### config.mk
export PLATFORM = sky130hd
export DESIGN_NAME = wallace_mult_pipe
export DESIGN_NICKNAME = d
export VERILOG_FILES = /design/src/rtl/wallace_pkg.sv /design/src/rtl/wallace_csa_row.sv /design/src/rtl/wallace_mult_pipe.sv
export SDC_FILE = /design/constraint.sdc
export NUM_CORES = 2
export LEC_CHECK = 0
export CAP_MARGIN = 0
export CORE_MARGIN = 2
export CORE_UTILIZATION = 45
export CTS_CLUSTER_DIAMETER = 60
export DETAILED_ROUTE_END_ITERATION = 8
export SYNTH_ARGS = -nofsm -noshare
export SYNTH_HDL_FRONTEND = slang
export SYNTH_SLANG_ARGS = --single-unit
### constraint.sdc
create_clock -name clk -period 20.3 [get_ports clk]
set_clock_uncertainty 0.15 [all_clocks]
set_input_delay 3.045 -clock clk [delete_from_list [all_inputs] [get_ports clk]]
set_output_delay 3.045 -clock clk [all_outputs]
set_load 0.01 [all_outputs]
### src/rtl/wallace_pkg.sv
// Shared definitions for the pipelined Wallace-tree multiplier.
//   PIPE_LAT         : cycles from accept to out_valid
//   MIN/MAX_WIDTH    : legal operand width range
//   stage_t          : payload of the final carry-save stage (sized for MAX_WIDTH)
//   csa_* functions  : row bookkeeping for the 3:2 reduction tree
package wallace_pkg;
    localparam int PIPE_LAT  = 4;
    localparam int MIN_WIDTH = 4;
    localparam int MAX_WIDTH = 32;
    localparam int MAX_PROD  = 2 * MAX_WIDTH;

    typedef struct packed {
        logic                valid;
        logic                is_signed;
        logic [MAX_PROD-1:0] sum;
        logic [MAX_PROD-1:0] carry;
        logic                acc_en;
    } stage_t;

    // Rows left after one level of 3:2 compression.
    function automatic int csa_next_rows(input int n);
        return (n / 3) * 2 + (n % 3);
    endfunction

    function automatic int csa_rows_at(input int n, input int lvl);
        int r;
        r = n;
        for (int i = 0; i < lvl; i++) r = csa_next_rows(r);
        return r;
    endfunction

    // Levels needed to bring n rows down to a sum/carry pair.
    function automatic int csa_levels(input int n);
        int r;
        int l;
        r = n;
        l = 0;
        while (r > 2) begin
            r = csa_next_rows(r);
            l++;
        end
        return l;
    endfunction
endpackage

### src/rtl/wallace_csa_row.sv
// One row of N full-adder 3:2 compressors.
//   x_i, y_i, z_i : three addend rows
//   sum_o         : bitwise sum
//   carry_o       : carries already weighted (shifted left by one); the carry
//                   out of the top bit is dropped since the product is mod 2^N
module wallace_csa_row
    import wallace_pkg::*;
#(
    parameter int N = 8
) (
    input  logic [N-1:0] x_i,
    input  logic [N-1:0] y_i,
    input  logic [N-1:0] z_i,
    output logic [N-1:0] sum_o,
    output logic [N-1:0] carry_o
);
    assign sum_o        = x_i ^ y_i ^ z_i;
    assign carry_o[0]   = 1'b0;
    assign carry_o[N-1:1] = (x_i[N-2:0] & y_i[N-2:0]) |
                            (x_i[N-2:0] & z_i[N-2:0]) |
                            (y_i[N-2:0] & z_i[N-2:0]);
endmodule

### src/rtl/wallace_mult_pipe.sv
// Four-stage pipelined Wallace-tree multiplier, WIDTH x WIDTH -> 2*WIDTH,
// with valid/ready flow control and per-operation signed/unsigned mode.
//   clk, rst            : clock, asynchronous active-high reset
//   in_valid/in_ready   : operand handshake (in_ready = global advance)
//   in_signed           : 1 = two's-complement operands
//   a, b                : operands
//   out_valid/out_ready : result handshake
//   out_product         : result register, holds its value while not valid
//   acc_en              : only with WALLACE_MAC_EN defined; adds the running
//                         accumulator to this product, 0 restarts accumulation
// Stages: S1 partial products (Baugh-Wooley when signed), S2/S3 carry-save
// reduction split roughly in half, S4 Brent-Kung final add.
module wallace_mult_pipe
    import wallace_pkg::*;
#(
    parameter int WIDTH = 16
) (
    input  logic               clk,
    input  logic               rst,
    input  logic               in_valid,
    output logic               in_ready,
    input  logic               in_signed,
    input  logic [WIDTH-1:0]   a,
    input  logic [WIDTH-1:0]   b,
`ifdef WALLACE_MAC_EN
    input  logic               acc_en,
`endif
    output logic               out_valid,
    input  logic               out_ready,
    output logic [2*WIDTH-1:0] out_product
);
    localparam int P    = 2 * WIDTH;
    localparam int NLEV = csa_levels(WIDTH);
    localparam int NL2  = (NLEV + 1) / 2;

    logic             adv;
    logic             acc_en_in;
    logic [P-1:0]     pp_d [WIDTH];
    logic             s1_valid_q, s1_signed_q, s1_acc_q;
    logic [P-1:0]     s1_pp_q [WIDTH];
    logic             s2_valid_q, s2_signed_q, s2_acc_q;
    logic [P-1:0]     s2_rows_q [WIDTH];
    stage_t           s3_d, s3_q;
    logic [P-1:0]     lv_in  [NLEV][WIDTH];
    logic [P-1:0]     lv_out [NLEV][WIDTH];
    logic [P-1:0]     prod;
    logic [P-1:0]     out_product_d;
    logic             out_valid_q;
    logic [P-1:0]     out_product_q;

    // The whole pipe moves as one; a stalled output freezes every stage.
    assign adv       = !out_valid_q || out_ready;
    assign in_ready  = adv;
    assign out_valid = out_valid_q;
    assign out_product = out_product_q;

`ifdef WALLACE_MAC_EN
    assign acc_en_in = acc_en;
`else
    assign acc_en_in = 1'b0;
`endif

    // Baugh-Wooley: in signed mode the cross terms involving exactly one sign
    // bit are inverted, and the correction constants 2^W and 2^(2W-1) ride in
    // the unused upper bits of row 0 so no extra row is needed.
    always_comb begin
        for (int i = 0; i < WIDTH; i++) begin
            pp_d[i] = '0;
            for (int j = 0; j < WIDTH; j++) begin
                pp_d[i][i+j] = (a[j] & b[i]) ^
                               (in_signed & ((i == WIDTH-1) != (j == WIDTH-1)));
            end
        end
        pp_d[0][WIDTH] = in_signed;
        pp_d[0][P-1]   = in_signed;
    end

    // Reduction tree: levels 0..NL2-1 run between S1 and S2, the rest between
    // S2 and S3. Rows beyond the live count at each level are tied to zero.
    for (genvar l = 0; l < NLEV; l++) begin : g_lvl
        localparam int NIN  = csa_rows_at(WIDTH, l);
        localparam int NGRP = NIN / 3;
        localparam int NOUT = csa_rows_at(WIDTH, l + 1);

        for (genvar k = 0; k < WIDTH; k++) begin : g_src
            if (l == 0) begin : g_from_s1
                assign lv_in[l][k] = s1_pp_q[k];
            end else if (l == NL2) begin : g_from_s2
                assign lv_in[l][k] = s2_rows_q[k];
            end else begin : g_chain
                assign lv_in[l][k] = lv_out[l-1][k];
            end
        end

        for (genvar g = 0; g < NGRP; g++) begin : g_csa
            wallace_csa_row #(.N(P)) u_row (
                .x_i     (lv_in[l][3*g]),
                .y_i     (lv_in[l][3*g+1]),
                .z_i     (lv_in[l][3*g+2]),
                .sum_o   (lv_out[l][2*g]),
                .carry_o (lv_out[l][2*g+1])
            );
        end

        for (genvar k = 3*NGRP; k < NIN; k++) begin : g_pass
            assign lv_out[l][k-NGRP] = lv_in[l][k];
        end

        for (genvar k = NOUT; k < WIDTH; k++) begin : g_zero
            assign lv_out[l][k] = '0;
        end
    end

    always_comb begin
        s3_d              = '0;
        s3_d.valid        = s2_valid_q;
        s3_d.is_signed    = s2_signed_q;
        s3_d.acc_en       = s2_acc_q;
        s3_d.sum[P-1:0]   = lv_out[NLEV-1][0];
        s3_d.carry[P-1:0] = lv_out[NLEV-1][1];
    end

    function automatic logic [P-1:0] bk_add(input logic [P-1:0] x, input logic [P-1:0] y);
        logic [P-1:0] g, p, h;
        g = x & y;
        p = x ^ y;
        h = p;
        // up-sweep: nodes at 2d-1, 4d-1, ... absorb the block d below
        for (int d = 1; d < P; d = d * 2) begin
            for (int i = 2*d - 1; i < P; i = i + 2*d) begin
                g[i] = g[i] | (h[i] & g[i-d]);
                h[i] = h[i] & h[i-d];
            end
        end
        // down-sweep: fill in the odd multiples from the completed prefixes
        for (int d = P; d >= 1; d = d / 2) begin
            for (int i = 3*d - 1; i < P; i = i + 2*d) begin
                g[i] = g[i] | (h[i] & g[i-d]);
                h[i] = h[i] & h[i-d];
            end
        end
        return p ^ (g << 1);
    endfunction

    assign prod = bk_add(s3_q.sum[P-1:0], s3_q.carry[P-1:0]);

`ifdef WALLACE_MAC_EN
    logic [P-1:0] acc_q;
    assign out_product_d = prod + (s3_q.acc_en ? acc_q : '0);

    always_ff @(posedge clk or posedge rst) begin
        if (rst) begin
            acc_q <= '0;
        end else if (adv && s3_q.valid) begin
            acc_q <= out_product_d;
        end
    end
`else
    assign out_product_d = prod;
`endif

    always_ff @(posedge clk or posedge rst) begin
        if (rst) begin
            s1_valid_q    <= 1'b0;
            s1_signed_q   <= 1'b0;
            s1_acc_q      <= 1'b0;
            s1_pp_q       <= '{default: '0};
            s2_valid_q    <= 1'b0;
            s2_signed_q   <= 1'b0;
            s2_acc_q      <= 1'b0;
            s2_rows_q     <= '{default: '0};
            s3_q          <= '0;
            out_valid_q   <= 1'b0;
            out_product_q <= '0;
        end else if (adv) begin
            s1_valid_q  <= in_valid;
            s1_signed_q <= in_signed;
            s1_acc_q    <= acc_en_in;
            s1_pp_q     <= pp_d;
            s2_valid_q  <= s1_valid_q;
            s2_signed_q <= s1_signed_q;
            s2_acc_q    <= s1_acc_q;
            for (int k = 0; k < WIDTH; k++) s2_rows_q[k] <= lv_out[NL2-1][k];
            s3_q        <= s3_d;
            out_valid_q <= s3_q.valid;
            if (s3_q.valid) out_product_q <= out_product_d;
        end
    end

    // Mode travels with the data for traceability only; the arithmetic is
    // already fixed by S1. Padding above 2*WIDTH is always zero.
    logic unused_stage_flags;
    assign unused_stage_flags = s3_q.is_signed ^ s3_q.acc_en;

    if (P < MAX_PROD) begin : g_pad
        logic unused_pad;
        assign unused_pad = ^{s3_q.sum[MAX_PROD-1:P], s3_q.carry[MAX_PROD-1:P]};
    end
endmodule

==> results.yml <==
cells_and_area:
  nets: 2797
  area.growth.synth_to_final_pct: 10.79
  layout.cells.most_common: "sky130_fd_sc_hd__nand2_1"
  mostFrequentLayoutCells: "sky130_fd_sc_hd__nand2_1 (915), sky130_fd_sc_hd__dfrtp_1 (467), sky130_fd_sc_hd__nand3_1 (226)"
  stdcell_area_mm2: 0.02721
  post-route-util_pct: 50.47
  final_layout_size_suffix_gt1_share_pct: 4.735
  antennaDiodeCount: 0
sta:
  timing.setup.tns_ps: 0
  hold_viol: 0
  fin_crit_sh_pct: 38.36
  rsz0062_at_grt: "no"
  headroom_to_the_max_slew_limit_pct: 18.19
  final-max-slew-violation-count: 0
  finalCriticalPeriod_ps: 7787
  timing_worst_slew_pin_value_ps: 1223
  timing.fmax_mhz: 128.4
  setup_viol: 0
setup_path:
  arrival_ps: 4590
  slowest_delay_ps: 630
  crit_path_end_kind: "output pin"
  worst-endpoint-required_ps: 17110
  rrSetupSlack_ps: 17350
  crit_buf_inv: 3
  cp_slowest_cell: "sky130_fd_sc_hd__clkdlybuf4s50_1"
  timing.critical_path.mode_cell: "sky130_fd_sc_hd__clkdlybuf4s50_1"
  setup.worst_path.start_class: "input port"
  r2r.worst_path.cells: 7
  setup.worst_path.class: "in2out"
  cp_max_fo: 72
  worstPathCellList: "clkdlybuf4s50_1 -> nor2b_4 -> inv_8 -> clkdlybuf4s50_1"
  critical_path.top_delay_family: "buffers and inverters"
  crit_cells: 4
synth:
  yosysWarnings: 0
  synth_seq_cells: 467
  count_of_distinct_cell_types_in_the_synthesized_netlist: 42
  postSynthCellCount: 2496
  ys_top_cells_by_area: "sky130_fd_sc_hd__dfrtp_1 (48%), sky130_fd_sc_hd__fa_1 (17%), sky130_fd_sc_hd__nand2_1 (14%), sky130_fd_sc_hd__nand3_1 (4.6%), sky130_fd_sc_hd__ha_1 (3.8%)"
  post-synth-top-area-fraction_pct: 47.57
  syn-mean-instance-area_um2: 9.842
  syn-cell-area_mm2: 0.02456
  netlist.top_cell.by_area: "sky130_fd_sc_hd__dfrtp_1"
  synthesis.nets: 2821
  synth_seq_area_share_pct: 47.57
flow_run:
  drv_cap: 0
clock_network:
  cts_made_buffers: 51
  clockRootBuffer: "sky130_fd_sc_hd__clkbuf_16"
  clk_pin_slew_ps: 60
  number_of_buffers_on_the_longest_clock_path: 3
  cts_post_setup_buffers_inserted: 0
  post_cts_hold_buffer_count: 0
  post_cts.resized_instances: 0
  cts_num_sinks: 467
  clock_tree.htree_level_count: 2
  clock_latency_ps: 600
  cts_tree: "done"
drt:
  drc_errors: 0
  finalWirelength_um: 56210
  drt_first_iter_violations: 1429
  wire_per_inst_um: 17.52
  vias: 16241
  final_antenna_net_count: 0
  drt_first_pass_iters: 5
  routed_via_density: 5.061
grt:
  grt_first_pass_wirelength_um: 91940
  globalRoute.totalOverflow: 0
  grt_pass1_vias: 16705
  grt_max_degree: 225
  antenna_found_initial: 0
  gr-usage-all-layers_pct: 20.76
hold_path:
  hold_depth: 2
  hold_path.class: "reg2reg"
power_and_ir_drop:
  irDropWorstVdd_v: 0.00007966
  power.density_mw_per_mm2: 165.2
  finalPower_w: 0.004497
  total_leakage_power_nw: 13.94
die:
  die_width_um: 237.6
  core_area_mm2: 0.05392
  die_height_um: 237.6
  fp-row-count: 85
  initial_utilization_pct: 45.56
  pin_count: 71
  full_die_area_mm2: 0.05647
place:
  post-dp-hpwl_um: 36070
  finalWeightedCongestion: 0.7876
  buffer_ports.inserted: 70
  detailed_place.area_mm2: 0.02553
run_status:
  result_of_the_run: "completed"
[sequential cells by signal, indices dropped and copies added, names as in the netlist]
register and cells:
s2_valid_q 1, lv_in 374, out_product 32, s3_q 58, s1_valid_q 1, out_valid 1
[kinds of logic after synthesis]
group                      synth area share, %
and+or+nand+nor                          19.39
DFF                                      47.57
muxes                                   0.6876
xor gates and xnor gates                 1.533
buffers and inverters                    6.311
AOI/OAI and AO/OA                        3.331
adders and majority gates                21.18
[per-layer routing]
metal | global-route usage [%] | part of all wire [%] | routed length [um] | up-vias
li1 | - | - | - | 7687
met1 | 31.33 | 48 | 26860 | 8107
met2 | 31.48 | 45 | 25180 | 354
met3 | 2.543 | 4.9 | 2737 | 93
met4 | 6.480 | 2.6 | 1442 | 0
met5 | 0 | 0 | 0 | -
[worst reg2reg max path: cells and delay by family (launching register included)]
family / cells / cell delay [ps]
AND/OR/NAND/NOR: 3 / 900
AO/OA/AOI/OAI: 1 / 210
multiplexers: 1 / 300
adder cells (fa/ha/maj): 2 / 820
flip-flops: 1 / 440
[stage by stage]
| stage | worst slack, ps | cells | hold slack [ps] |
|---|---|---|---|
| 2_1_floorplan | 4081 | 2496 | 281.5 |
| 3_3_place_gp | 12510 | 3115 | 300.1 |
| 3_5_place_dp | 12500 | 3115 | 302.4 |
| 4_1_cts | 12500 | 3209 | 315.0 |
| 5_1_grt | 12460 | 3209 | 330.9 |
| 6_report | 12510 | 3209 | 313.8 |
[path summary, 6_finish.rpt]
check,from,endpoint
max reg2reg,s3_q[86],out_product[28]
min in group asynchronous,rst,out_product[31]
max in group asynchronous,rst,lv_in[2952]
max,out_ready,in_ready
min reg2reg,s3_q[66],s3_q[66]
min,s3_q[66],s3_q[66]
[layout make-up]
cell class	count	area, um^2
Clock inverter	13	107.6
Timing Repair Buffer	93	918.4
Clock buffer	81	1580
Tap cell	696	870.8
Multi-Input combinational cell	1671	11330
Fill cell	4948	26710
Sequential cell	467	11690
Inverter	188	720.7
[power by group]
group / internal, W / switching, W / total, W
Sequential: 0.00125 / 0.000203 / 0.00146
Combinational: 0.000872 / 0.00124 / 0.00212
Clock: 0.000545 / 0.000381 / 0.000926
[synthesized netlist by cell type, drive strengths merged]
cell	n
a211o	1
o21a	3
o21ai	107
buf	91
inv	188
o21bai	1
clkbuf	79
nor2b	3
fa	213
dfrtp	467
nand3	226
nor4b	1
a211oi	2
a41oi	1
xnor2	7
o211ai	1
nand4	3
a21o	3
o2bb2ai	1
ha	75
a2111oi	1
nand4b	1
a21oi	25
nor2	21
xor2	36
a311o	1
nand2	916
nor4	1
nand2b	2
nor3	3
mux2	15
o22ai	1
(Power assumes the default switching activity.)
